**src/rtl/seq_pkg.sv**
```systemverilog
// Shared opcodes, state/ALU encodings and bus-source indices for the Mini-SRC
// control-step sequencer.
package seq_pkg;

  localparam int BUS_SRCS = 24;
  localparam int NREGS    = 16;

  localparam logic [4:0] ADD  = 5'd3;
  localparam logic [4:0] SUB  = 5'd4;
  localparam logic [4:0] AND  = 5'd5;
  localparam logic [4:0] OR   = 5'd6;
  localparam logic [4:0] ADDI = 5'd12;
  localparam logic [4:0] ANDI = 5'd13;
  localparam logic [4:0] ORI  = 5'd14;
  localparam logic [4:0] MUL  = 5'd15;
  localparam logic [4:0] DIV  = 5'd16;
  localparam logic [4:0] NOP  = 5'd26;
  localparam logic [4:0] HALT = 5'd27;

  // One-hot bus source positions above the general registers (R0..R15 = 0..15)
  localparam int BUS_HI     = 16;
  localparam int BUS_LO     = 17;
  localparam int BUS_ZHIGH  = 18;
  localparam int BUS_ZLOW   = 19;
  localparam int BUS_PC     = 20;
  localparam int BUS_MDR    = 21;
  localparam int BUS_INPORT = 22;
  localparam int BUS_C      = 23;

  typedef enum logic [3:0] {
    S_IDLE = 4'd0,
    S_T0   = 4'd1,
    S_T1   = 4'd2,
    S_T2   = 4'd3,
    S_T3   = 4'd4,
    S_T4   = 4'd5,
    S_T5   = 4'd6,
    S_T6   = 4'd7,
    S_HALT = 4'd8
  } state_t;

  typedef enum logic [3:0] {
    ALU_NONE = 4'd0,
    ALU_ADD  = 4'd1,
    ALU_SUB  = 4'd2,
    ALU_AND  = 4'd3,
    ALU_OR   = 4'd4,
    ALU_MUL  = 4'd5,
    ALU_DIV  = 4'd6
  } alu_op_t;

  function automatic logic is_alu_op(input logic [4:0] op);
    case (op)
      ADD, SUB, AND, OR, ADDI, ANDI, ORI, MUL, DIV: return 1'b1;
      default:                                      return 1'b0;
    endcase
  endfunction

  function automatic logic is_imm_op(input logic [4:0] op);
    case (op)
      ADDI, ANDI, ORI: return 1'b1;
      default:         return 1'b0;
    endcase
  endfunction

  function automatic logic is_muldiv_op(input logic [4:0] op);
    case (op)
      MUL, DIV: return 1'b1;
      default:  return 1'b0;
    endcase
  endfunction

  function automatic alu_op_t alu_of(input logic [4:0] op);
    case (op)
      ADD, ADDI: return ALU_ADD;
      SUB:       return ALU_SUB;
      AND, ANDI: return ALU_AND;
      OR, ORI:   return ALU_OR;
      MUL:       return ALU_MUL;
      DIV:       return ALU_DIV;
      default:   return ALU_NONE;
    endcase
  endfunction

  function automatic logic [BUS_SRCS-1:0] bus_bit(input int idx);
    return 24'd1 << idx;
  endfunction

endpackage

```
**src/rtl/reg_field_decode.sv**
```systemverilog
// 4-bit register field to 16-bit one-hot select.
module reg_field_decode
  import seq_pkg::*;
(
  input  logic [3:0]       field,
  output logic [NREGS-1:0] onehot
);

  always_comb begin
    onehot = 16'd1 << field;
  end

endmodule

```
**src/rtl/control_sequencer.sv**
```systemverilog
// Hardwired T0..T6 control-step sequencer for the single-bus Mini-SRC datapath.
// Define SEQ_PERF_CNT_EN to add the cycle_cnt / instr_cnt performance counters.
module control_sequencer
  import seq_pkg::*;
(
  input  logic                clock,
  input  logic                reset_n,
  input  logic                run,
  input  logic [31:0]         ir,
  input  logic                mem_ready,
  output logic [BUS_SRCS-1:0] bus_out_sel,
  output logic [NREGS-1:0]    reg_in,
  output logic                pc_in,
  output logic                ir_in,
  output logic                mar_in,
  output logic                mdr_in,
  output logic                y_in,
  output logic                z_in,
  output logic                hi_in,
  output logic                lo_in,
  output logic                inc_pc,
  output logic                mem_read,
  output logic [3:0]          alu_op,
  output logic                busy,
  output logic                halted,
  output logic                illegal_op
`ifdef SEQ_PERF_CNT_EN
  ,
  output logic [31:0]         cycle_cnt,
  output logic [31:0]         instr_cnt
`endif
);

  state_t            state_q, state_d;
  logic              illegal_q, illegal_d;
  logic [4:0]        op_s;
  logic [3:0]        ra_s, rb_s, rc_s;
  logic [NREGS-1:0]  ra_oh_s, rb_oh_s, rc_oh_s;
  logic              unused_imm_s;

  assign op_s         = ir[31:27];
  assign ra_s         = ir[26:23];
  assign rb_s         = ir[22:19];
  assign rc_s         = ir[18:15];
  assign unused_imm_s = ^ir[14:0];

  reg_field_decode u_dec_ra (.field(ra_s), .onehot(ra_oh_s));
  reg_field_decode u_dec_rb (.field(rb_s), .onehot(rb_oh_s));
  reg_field_decode u_dec_rc (.field(rc_s), .onehot(rc_oh_s));

  always_ff @(posedge clock) begin
    if (!reset_n) begin
      state_q   <= S_IDLE;
      illegal_q <= 1'b0;
    end else begin
      state_q   <= state_d;
      illegal_q <= illegal_d;
    end
  end

  always_comb begin
    state_d   = state_q;
    illegal_d = illegal_q;
    case (state_q)
      S_IDLE: state_d = run ? S_T0 : S_IDLE;
      S_T0:   state_d = S_T1;
      S_T1:   state_d = mem_ready ? S_T2 : S_T1;
      S_T2:   state_d = S_T3;
      S_T3: begin
        if (is_alu_op(op_s)) begin
          state_d = S_T4;
        end else if (op_s == NOP) begin
          state_d = S_IDLE;
        end else if (op_s == HALT) begin
          state_d = S_HALT;
        end else begin
          illegal_d = 1'b1;
          state_d   = S_IDLE;
        end
      end
      S_T4:   state_d = S_T5;
      S_T5:   state_d = is_muldiv_op(op_s) ? S_T6 : S_IDLE;
      S_T6:   state_d = S_IDLE;
      S_HALT: state_d = S_HALT;
      default: state_d = S_IDLE;
    endcase
  end

  // Exactly one bus driver per step; IDLE and HALT leave the bus idling at 0.
  always_comb begin
    bus_out_sel = 24'h000000;
    reg_in      = 16'h0000;
    pc_in       = 1'b0;
    ir_in       = 1'b0;
    mar_in      = 1'b0;
    mdr_in      = 1'b0;
    y_in        = 1'b0;
    z_in        = 1'b0;
    hi_in       = 1'b0;
    lo_in       = 1'b0;
    inc_pc      = 1'b0;
    mem_read    = 1'b0;
    alu_op      = ALU_NONE;
    busy        = (state_q != S_IDLE) && (state_q != S_HALT);
    halted      = (state_q == S_HALT);
    illegal_op  = illegal_q;
    case (state_q)
      S_T0: begin
        bus_out_sel = bus_bit(BUS_PC);
        mar_in      = 1'b1;
        inc_pc      = 1'b1;
        z_in        = 1'b1;
      end
      S_T1: begin
        bus_out_sel = bus_bit(BUS_ZLOW);
        pc_in       = 1'b1;
        mem_read    = 1'b1;
        mdr_in      = mem_ready;
      end
      S_T2: begin
        bus_out_sel = bus_bit(BUS_MDR);
        ir_in       = 1'b1;
      end
      S_T3: begin
        if (is_alu_op(op_s)) begin
          bus_out_sel = {8'h00, rb_oh_s};
          y_in        = 1'b1;
        end else begin
          bus_out_sel = 24'h000000;
        end
      end
      S_T4: begin
        z_in   = 1'b1;
        alu_op = alu_of(op_s);
        if (is_imm_op(op_s)) begin
          bus_out_sel = bus_bit(BUS_C);
        end else begin
          bus_out_sel = {8'h00, rc_oh_s};
        end
      end
      S_T5: begin
        bus_out_sel = bus_bit(BUS_ZLOW);
        if (is_muldiv_op(op_s)) begin
          lo_in = 1'b1;
        end else begin
          reg_in = ra_oh_s;
        end
      end
      S_T6: begin
        bus_out_sel = bus_bit(BUS_ZHIGH);
        hi_in       = 1'b1;
      end
      default: begin
        bus_out_sel = 24'h000000;
      end
    endcase
  end

`ifdef SEQ_PERF_CNT_EN
  logic [31:0] cycle_cnt_q, cycle_cnt_d;
  logic [31:0] instr_cnt_q, instr_cnt_d;
  logic        retire_s;

  // A legal instruction retires on its return to IDLE, or on entry to HALT.
  always_comb begin
    retire_s = ((state_q == S_T3) && ((op_s == NOP) || (op_s == HALT))) ||
               ((state_q == S_T5) && !is_muldiv_op(op_s)) ||
               (state_q == S_T6);
    cycle_cnt_d = busy     ? cycle_cnt_q + 32'd1 : cycle_cnt_q;
    instr_cnt_d = retire_s ? instr_cnt_q + 32'd1 : instr_cnt_q;
  end

  always_ff @(posedge clock) begin
    if (!reset_n) begin
      cycle_cnt_q <= 32'd0;
      instr_cnt_q <= 32'd0;
    end else begin
      cycle_cnt_q <= cycle_cnt_d;
      instr_cnt_q <= instr_cnt_d;
    end
  end

  assign cycle_cnt = cycle_cnt_q;
  assign instr_cnt = instr_cnt_q;
`endif

endmodule

```
**config.mk**
```make
export PLATFORM = sky130hd
export DESIGN_NAME = control_sequencer
export DESIGN_NICKNAME = d
export VERILOG_FILES = /design/src/rtl/seq_pkg.sv /design/src/rtl/reg_field_decode.sv /design/src/rtl/control_sequencer.sv
export SDC_FILE = /design/constraint.sdc
export NUM_CORES = 1
export LEC_CHECK = 0
export ABC_AREA = 1
export CAP_MARGIN = 20
export CELL_PAD_IN_SITES_DETAIL_PLACEMENT = 1
export CELL_PAD_IN_SITES_GLOBAL_PLACEMENT = 1
export CORE_MARGIN = 1.5
export CORE_UTILIZATION = 20
export CTS_CLUSTER_SIZE = 28
export DETAILED_ROUTE_END_ITERATION = 10
export PLACE_DENSITY = 0.95
export SLEW_MARGIN = 20
export SYNTH_ARGS = -nofsm -noshare
export SYNTH_HDL_FRONTEND = slang
export SYNTH_SLANG_ARGS = --single-unit
```
**constraint.sdc**
```tcl
create_clock -name clock -period 2.1 [get_ports clock]
set_input_delay 0.315 -clock clock [delete_from_list [all_inputs] [get_ports clock]]
set_output_delay 0.315 -clock clock [all_outputs]
set_load 0.05 [all_outputs]
```
# --- Word level (Yosys, flattened, before mapping) ---
# Memory sizes are Yosys's and may differ from the RTL's.
# Cells that the tools add are included.
word_totals:
  ff_bits: 5
  mem_bits_ro: 160
  in_bits: 36
  out_inout_bits: 57
  elab_cells: 64
  mem_count: 3
op_classes:
  n_eq_ne: 16
  n_shift: 3
  muxes: 29
  bitwise: 3
  n_reduce_logical: 8
memory_table:
  columns: ["name", "words", "word_bits", "read_ports", "rd_clocked_by_memory_dff", "write_ports", "line_no", "source"]
  rows:
  - ["(name not given)", 32, 3, 1, 0, 0, "seq_pkg.sv:74", "case (op)"]
  - ["(name not given)", 32, 1, 1, 0, 0, "seq_pkg.sv:53", "case (op)"]
  - ["(name not given)", 32, 1, 1, 0, 0, "seq_pkg.sv:53", null]
ops:
  columns: ["op", "n"]
  rows:
  - ["$pmux 24 s6", 1]
  - ["$mux 16", 3]
  - ["$shl 1x4->16 const A", 3]
  - ["$pmux 4 s8", 1]
  - ["$mux 24", 1]
  - ["$eq 5x4->1 const B", 4]
  - ["$mux 1", 18]
  - ["$eq 4x3->1 const B", 4]
  - ["$mux 4", 4]
  - ["$eq 5x5->1 const B", 3]
  - ["$eq 4x2->1 const B", 2]
  - ["$reduce_or 2->1", 3]
  - ["$eq 4x1->1 const B", 1]
  - ["$eq 4x4->1 const B", 1]
  - ["$logic_not 4->1", 1]
  - ["$ne 4x4->1 const B", 1]
  - ["$reduce_and 4->1", 1]
  - ["$reduce_bool 4->1", 1]
  - ["$mux 3", 1]
  - ["$not 1->1", 3]
  - ["$reduce_or 3->1", 1]
  - ["$logic_and 1x1->1", 1]

# --- Logic depth before layout (Yosys ltp) ---
# Gate-level depths: netlist of the first run.
depth:
  word_depth: 6
  ltp_mapped: 8

# --- By module ---
# A second synthesis of the first run with hierarchy kept.
unflattened:
  hier_cells: 276
  hier_area_um2: 1323.8
modules_own_cells:
  columns: ["mod", "n_inst", "cells_per_inst", "area_each_um2", "seq_area_each_um2"]
  rows:
  - ["control_sequencer", 1, 186, 944.7, 100.1]
  - ["reg_field_decode", 3, 30, 126.4, 0.0]

# --- Least setup slack after synthesis of the first run ---
# No wires, ideal clock.
synth_path:
  path_kind: "input-to-output"
  start: "in ir[30]"
  end: "out bus_out_sel[12]"
  arrival_time_ps: 1925
  path_slack_ps: -140
  cell_stages: 5
  path_cell_list: "inv_1 > nand3_1 > nand2_1 > nand3_4 > o21ai_0"
synth_between:
  elab_chain_cells: 6
  word_cells_on_any_way: 11
  classes_between: "eq/ne: 3; mux: 6; reduce/logical: 1; memory: 1"
synth_lines:
  columns: ["element", "line_no", "source"]
  rows:
  - ["start: declaration", "control_sequencer.sv:9", "input logic [31:0] ir,"]
  - ["branches (longest 5 deep; another with $mem_v2 32x1)", null, null]
  - ["$pmux 24 s6 *", "control_sequencer.sv:107", "case (state_q)"]
  - ["end: declaration", "control_sequencer.sv:11", "output logic [BUS_SRCS-1:0] bus_out_sel,"]
# Mark *: on every way between the ends. The select of a mux whose other input is x is not followed.

# --- Worst setup path after layout of the first run ---
layout_path:
  start: "in ir[28]"
  end: "out bus_out_sel[15]"
# Same word-level chain as after synthesis.

==> flow_summary.yaml, run 1 <==
finish:
  syn_to_final_growth_pct: 156.6
  final_cell_mix: "buf_12 (40), buf_4 (40), inv_1 (27)"
  diodes: 0
  stdcell_count: 359
  fin_nets: 329
  drive_above_1_share: 0.4726
  final_util: 0.5450
setup_path:
  worst-endpoint-required_ns: 1.78
  path_max_fanout: 9
  endpoint_kind: "primary output"
  path_class: "input port to primary output"
  start_kind: "input port"
  arrival_ns: 1.76
timing:
  tightest_slew_ns: 0.7170
  slew_violations: 0
  setup_slack_ns: 0.02708
  period_share: 0.9871
  setup_viol: 0
  max_freq_mhz: 482.4
  maxSlewHeadroom: 0.5183
  final.setup_skew_ns: 0.001718
  min_period_ns: 2.073
  finalHoldViolations: 0
  grt_setup_unrepaired: "true"
placed_design:
  dp.cells: 347
  numPortBuffers: 73
  gp_congestion: 0.9498
  detailedPlace.worstSlack_ns: -0.2131
  dp_hpwl_um: 4469
global_route:
  grt_pass1_vias: 1838
  grt-ovfl-total: 0
  antenna_found_initial: 0
  grt_pass1_wl_um: 9052
  track_usage: 0.2087
  grt_max_degree: 10
detailed_routing:
  first_pass_iters: 4
  vias_per_cell: 5.148
  wire_per_inst_um: 18.74
  drt.antenna.violating_nets: 0
  dr_total_vias: 1848
  wl_um: 6728
  drc_errors: 0
  drt_iter0_drc: 87
power:
  p_leak_nw: 1.084
  p_total_mw: 0.6397
  p_per_area_mw_per_mm2: 242.1
  ir_worst_vdd_uv: 203.6
clock_tree:
  hold_buffers: 0
  cts_inserted_buffers: 3
  cts_sinks: 5
  clock_latency_ns: 0.22
  clockBufferDepth: 2
  clkSlewWorstSetupHoldPaths_ns: 0.03
  root_buffer: "clkbuf_8"
  cts_tree: "yes"
  cts_max_level: 1
synth:
  synth_xor_area_frac: 0
  synth_compound_area_frac: 0.1543
  synth_top_family_by_area: "simple AND/OR/NAND/NOR gates"
  yosysSeqAreaShare: 0.09721
  synthMuxAreaShare: 0
  synth.cell_area_mm2: 0.001030
  yosysWarnings: 0
  post_synth_num_cell_types: 25
  synth.avg_cell_area_um2: 5.335
  syn_inst: 193
  synthSimpleGateAreaFrac: 0.5395
  ys_ff_latch: 5
  synth_adder_area_share: 0
flow_run:
  cap_violations: 0
floorplan:
  row_count: 25
  die-height_um: 74.76
  die_x_um: 74.76
  start_util: 0.2124
  die_area_mm2: 0.005588
  core-area_mm2: 0.004848
  ioPinCount: 93
status:
  status: "completed"
worst_hold_path:
  hp-class: "flop to flop"
## Yosys cell counts
cell type	count	area, um^2
a31oi_2	1	12.51
nor2_1	35	131.4
nor3_1	6	30.03
a31oi_1	1	6.260
nor2_2	1	6.260
nand3b_2	1	11.26
o21ai_0	6	30.03
nand2_1	21	78.83
buf_6	1	11.26
o211ai_1	1	7.510
nand2_2	1	6.260
conb_1	1	3.750
clkinv_2	1	5.000
inv_2	1	3.750
a21oi_1	4	20.02
nand3_4	1	17.52
inv_1	35	131.4
nand4_1	19	118.9
o22ai_1	12	75.07
dfxtp_1	5	100.1
a211oi_1	1	7.510
nand3_2	3	30.03
buf_4	6	45.04
clkbuf_1	4	15.01
nand3_1	25	125.1
## layer usage
| metal | part of all wire | global-route usage | vias to the layer above |
|---|---|---|---|
| li1 | - | - | 851 |
| met1 | 0.37 | 0.2287 | 905 |
| met2 | 0.56 | 0.4087 | 80 |
| met3 | 0.046 | 0.02811 | 12 |
| met4 | 0.025 | 0.06869 | 0 |
| met5 | 0 | 0 | - |
## report_power, final
group | internal (mW) | switching, mW | leakage [nW]
clock | 0.130 | 0.0454 | 0.0228
sequential | 0.100 | 0.00602 | 0.0407
combinational | 0.116 | 0.242 | 1.02
## metrics by stage
stage / TNS (ns) / cell area, um^2 / hold slack (ns)
2_1_floorplan: -0.5617 / 1041 / 0.4126
3_3_place_gp: -2.669 / 2322 / 0.4395
3_5_place_dp: -5.025 / 2322 / 0.4678
4_1_cts: 0 / 2567 / 0.4694
5_1_grt: -0.2370 / 2643 / 0.5358
6_report: 0 / 2643 / 0.4961
## worst paths after layout
check                                start              end  slack, ns  depth (start not counted)
worst max-delay path                ir[28]  bus_out_sel[15]       0.03                          8
worst min-delay path            illegal_op       illegal_op       0.50                          2
worst max register to register  state_q[3]       state_q[2]       0.36                          7
worst min register to register  illegal_op       illegal_op       0.50                          2
## cell type report
type                       instances  area, um^2
timing repair buffer             102        1311
clock buffer                       4       45.04
sequential                         5       100.1
tap                               67       83.83
fill                             571        2206
multi-input combinational        144       962.2
inverter                          37       140.1
## cell families after synthesis
family	Yosys count
compound gates	26
simple gates	113
buf+inv	48
flops	5
other cells	1
## state kept, by name, indices dropped and copies added, names as in the netlist
signal and flops:
illegal_op 1, state_q 4
## repair_timing
item                                    CTS  global route
resized for setup                        55            15
gates cloned                              1             0
endpoints found under the setup margin   35            28
pin swaps                                 3             2
buffers inserted                          1             6
## worst max-delay path: stages
cell and delay, ns:
dlygate4sd2_1 0.31, buf_4 0.17, nand3_1 0.07, nand2_1 0.10, nand3_4 0.13, nand3_4 0.15, o22ai_1 0.31, buf_12 0.18
(Power assumes the default switching activity.)
==> inputs of run 2 (changes only) <==
CTS_BUF_LIST = sky130_fd_sc_hd__clkbuf_2 sky130_fd_sc_hd__clkbuf_4 sky130_fd_sc_hd__clkbuf_8   (was unset)
==> run 2 against run 1 <==
First-iteration DRC count unchanged; die area unchanged; non-clock buffer count unchanged; sequential power about the same; combinational power about the same; cell area increased by 0.14%; global-route usage unchanged; power increased by 2.1%; via count about the same; highest routed layer unchanged.
==> flow_summary.yaml, run 2 (same netlist as run 1, synthesis figures left out) <==
global_route:
  grt_pass1_vias: 1838
  grt-ovfl-total: 0
  grt_pass1_wl_um: 9052
  grt_max_degree: 10
  track_usage: 0.2087
  antenna_found_initial: 0
finish:
  drive_above_1_share: 0.4760
  fillers: 571
  fin_nets: 329
  regArea_um2: 100.1
  diodes: 0
  final_cell_mix: "buf_12 (40), buf_4 (40), inv_1 (27)"
  multiInputGateArea_um2: 962.2
  largest_register_ffs: 4
  syn_to_final_growth_pct: 157.0
  regMostFlops: "state_q"
setup_path:
  r2r_end: "state_q[2]"
  crit_chain: "dlygate4sd2_1, buf_4, nand3_1, nand2_1, nand3_4, nand3_4, o22ai_1, buf_12"
  cpPeakStageDelay_ns: 0.31
  crit_path_top_delay_cell: "dlygate4sd2_1"
  endpoint: "bus_out_sel[15]"
  crit_buf_inv: 3
  path_class: "input port to primary output"
  start_kind: "input port"
  worst-endpoint-required_ns: 1.78
  r2r_slack_ns: 0.36
  path_max_fanout: 9
  reg2reg_depth: 7
  cp.depth: 8
  critical_path.top_delay_family: "buffers and inverters"
  r2r-start: "state_q[3]"
  crit_path_frequent_cell: "nand3_4"
  endpoint_kind: "primary output"
  arrival_ns: 1.76
  crit_start: "ir[28]"
timing:
  final.setup_skew_ns: 0.002279
  maxSlewHeadroom: 0.5183
  slew_violations: 0
  max_freq_mhz: 482.4
  finalHoldViolations: 0
  setup_viol: 0
  tightest_slew_ns: 0.7170
  period_share: 0.9871
  min_period_ns: 2.073
  setup_tns_ns: 0
  grt_setup_unrepaired: "true"
placed_design:
  numPortBuffers: 73
  dp_hpwl_um: 4469
  gp_congestion: 0.9498
clock_tree:
  cts_inserted_buffers: 3
  root_buffer: "clkbuf_8"
  cts_max_level: 1
  clkSlewWorstSetupHoldPaths_ns: 0.03
  clock_latency_ns: 0.22
  cts_sinks: 5
  cts_tree: "yes"
  hold_buffers: 0
  clockBufferDepth: 2
floorplan:
  row_count: 25
  ioPinCount: 93
  die_area_mm2: 0.005588
  die-height_um: 74.76
  die_x_um: 74.76
  core-area_mm2: 0.004848
  start_util: 0.2124
detailed_routing:
  wl_um: 6720
  dr_total_vias: 1849
  drt_iter0_drc: 87
  first_pass_iters: 4
  drc_errors: 0
  wire_per_inst_um: 18.72
  drt.antenna.violating_nets: 0
  vias_per_cell: 5.150
worst_hold_path:
  min-delay-start: "illegal_op"
  hp-class: "flop to flop"
power:
  p_per_area_mw_per_mm2: 246.8
  p_leak_nw: 1.087
  p_total_mw: 0.6530
  ir_worst_vdd_uv: 203.4
flow_run:
  cap_violations: 0
status:
  status: "completed"
==> run 2: changes by cell type in the layout (fill, tap and decap cells not counted) <==
cell and delta:
clkbuf_4 +1, clkbuf_1 -1
==> run 2: worst min-delay path by stage <==
stage	endpoint	slack, ns	cells past startpoint
5_1_grt	illegal_op	0.54	2
6_report	illegal_op	0.50	2
3_3_place_gp	illegal_op	0.44	2
4_1_cts	illegal_op	0.47	2
2_1_floorplan	state_q[0]	0.41	2
3_5_place_dp	illegal_op	0.47	2
==> run 2: layout make-up <==
cell class | instances | area share
repair buffers | 102 | 0.4955
multi-input cells | 144 | 0.3636
inverters | 37 | 0.05295
flip-flops and latches | 5 | 0.03783
well taps | 67 | 0.03168
clock buffers | 4 | 0.01844
==> run 2: per-layer routing <==
layer | global-route usage | part of all wire | up-vias
li1 | - | - | 852
met1 | 0.2287 | 0.36 | 903
met2 | 0.4087 | 0.57 | 82
met3 | 0.02811 | 0.047 | 12
met4 | 0.06869 | 0.025 | 0
met5 | 0 | 0 | -
==> run 2: metrics by stage <==
step	hold slack [ns]	std cells	setup slack, ns	instance area [um^2]	util
2_1_floorplan	0.4126	196	-0.1404	1041	-
3_5_place_dp	0.4678	347	-0.2131	2322	0.4790
6_report	0.4953	359	0.02714	2646	0.5458
3_3_place_gp	0.4395	347	-0.1633	2322	0.4790
5_1_grt	0.5358	359	-0.03484	2646	0.5458
4_1_cts	0.4694	353	0.02362	2571	0.5303
==> run 2: tightest hold or removal path, cell delays in order (launching register included) <==
cell	delay [ns]
dfxtp_1	0.32
inv_1	0.06
a21oi_1	0.06
==> run 2: repair_timing <==
item                                   CTS  global route
pin swaps                                3             2
resized for setup                       55            15
gates cloned                             1             0
endpoints found under the hold margin    0             0
buffers inserted                         1             6
setup endpoints to repair               35            28
==> run 2: where the power goes <==
group	internal (mW)	switching [mW]	leakage [nW]
clock network	0.143	0.0459	0.0262
registers	0.100	0.00602	0.0407
logic	0.116	0.242	1.02
==> inputs of run 3 (changes only) <==
CORE_ASPECT_RATIO = 1.75   (was unset)
==> run 3 against run 2 <==
The run now ends with setup timing left; wire length decreased by 11%; register-to-register slack better by 0.27 ns; flip-flop and latch count is the same; combinational power is essentially flat; sequential power about the same.
==> flow_summary.yaml, run 3 (same netlist as run 1, synthesis figures left out) <==
setup_path:
  path_max_fanout: 8
  crit_path_frequent_cell: "nor2_4"
  worst-endpoint-required_ns: 1.78
  cpPeakStageDelay_ns: 0.34
  start_kind: "flop"
  r2r_slack_ns: 0.63
  arrival_ns: 1.81
  crit_path_top_delay_cell: "dfxtp_1"
  endpoint_kind: "primary output"
  path_class: "flop to primary output"
  crit_chain: "inv_1, nor2_4, inv_1, nor2_4, nand3b_4, nor2_4, buf_12"
clock_tree:
  root_buffer: "clkbuf_8"
  cts_inserted_buffers: 3
  cts_sinks: 5
  cts_tree: "yes"
  clockBufferDepth: 2
  clkSlewWorstSetupHoldPaths_ns: 0.03
  hold_buffers: 0
  clock_latency_ns: 0.22
  cts_max_level: 1
floorplan:
  core-area_mm2: 0.004977
  die_x_um: 57.24
  row_count: 34
  die-height_um: 97.92
  start_util: 0.2069
  ioPinCount: 93
  die_area_mm2: 0.005605
detailed_routing:
  drc_errors: 0
  wire_per_inst_um: 17.61
  first_pass_iters: 4
  drt_iter0_drc: 46
  dr_total_vias: 1784
  drt.antenna.violating_nets: 0
  wl_um: 6005
  vias_per_cell: 5.232
timing:
  setup_slack_ns: -0.02806
  maxSlewHeadroom: 0.6275
  final.setup_skew_ns: 0.001296
  min_period_ns: 2.128
  period_share: 1.013
  tightest_slew_ns: 0.5545
  slew_violations: 0
  finalHoldViolations: 0
  max_freq_mhz: 469.9
  setup_viol: 2
  setup_tns_ns: -0.04114
status:
  failed_checks: "setup timing"
  status: "finished, violations left"
flow_run:
  cap_violations: 0
global_route:
  track_usage: 0.1994
  grt-ovfl-total: 0
  grt_max_degree: 9
  use_met2: 0.4094
  antenna_found_initial: 0
  grt_pass1_wl_um: 9039
  busiest_layer: "met2"
  met1_usage: 0.1636
  globalRouteMet3Util: 0.03444
  grt_pass1_vias: 2003
power:
  p_clk_frac: 0.288
  combPwrFrac: 0.547
  p_leak_nw: 1.089
  ir_worst_vdd_uv: 402.2
  p_per_area_mw_per_mm2: 246.2
  switching_share: 0.4468
  p_total_mw: 0.6513
  p_sw_mw: 0.2910
  seqPwrFrac: 0.165
  power.internal_mw: 0.3603
finish:
  regMostFlops: "state_q"
  fin_nets: 324
  drive_above_1_share: 0.4739
  final_cell_mix: "buf_12 (40), buf_4 (32), inv_1 (28)"
  syn_to_final_growth_pct: 156.9
  diodes: 0
  stdcell_count: 341
  largest_register_ffs: 4
  final_common_cell: "buf_12"
worst_hold_path:
  hp-class: "flop to flop"
placed_design:
  dp.cells: 334
  dp_hpwl_um: 4291
  gp_congestion: 0.8465
  numPortBuffers: 73
run 3: cell count changes in the layout (fill, tap and decap cells not counted), moves of 2 or more:
cell	delta
dlymetal6s2s_1	+2
o21ai_1	-2
buf_4	-8
o22ai_2	+3
buf_6	+2
o22ai_1	-3
o21ai_2	+2
run 3: timing repair:
item                                    CTS  global route
endpoints found under the setup margin   36            37
buffers inserted                          0             1
gates cloned                              2             0
resized for setup                        35            39
pin swaps                                 3             6
run 3: cell type report:
class / count / area (um^2)
inverters: 37 / 140.1
well taps: 54 / 67.56
clock buffers: 4 / 48.80
fillers: 581 / 2332
flip-flops and latches: 5 / 100.1
repair buffers: 96 / 1285
multi-input cells: 145 / 1003
run 3: power by group through the flow:
stage	combinational, mW	clock (mW)	sequential, mW
floorplan	0.194	0	0.106
global placement	0.309	0	0.105
detailed placement	0.322	0	0.106
CTS	0.338	0.188	0.105
global route	0.378	0.201	0.107
finish	0.356	0.188	0.107
run 3: final timing paths:
kind	startpoint	to	depth (start not counted)
hold / removal	illegal_op	illegal_op	2
setup reg to reg	state_q[3]	state_q[2]	7
setup / recovery	state_q[2]	reg_in[3]	7
hold reg to reg	illegal_op	illegal_op	2
run 3: worst max-delay path, delay by kind of cell, from the launching register on:
kind	cells	cell delay, ns
AND/OR/NAND/NOR	4	0.85
flip-flops	1	0.34
buffers and inverters	3	0.39
run 3: routing by layer:
metal  vias up  wire length, um
li1        840                -
met5         -                0
met1       833             1767
met4         0              225
met3        22              311
met2        89             3700
run 3: per-stage QoR:
step           instance area, um^2  hold slack, ns    util  setup WS (ns)
4_1_cts                       2510          0.4473  0.5043       0.003421
6_report                      2645          0.4462  0.5314       -0.02806
5_1_grt                       2645          0.4934  0.5314        -0.1044
3_5_place_dp                  2306          0.4416  0.4633        -0.2233
3_3_place_gp                  2306          0.4381  0.4633        -0.1370
2_1_floorplan                 1041          0.4126       -        -0.1404
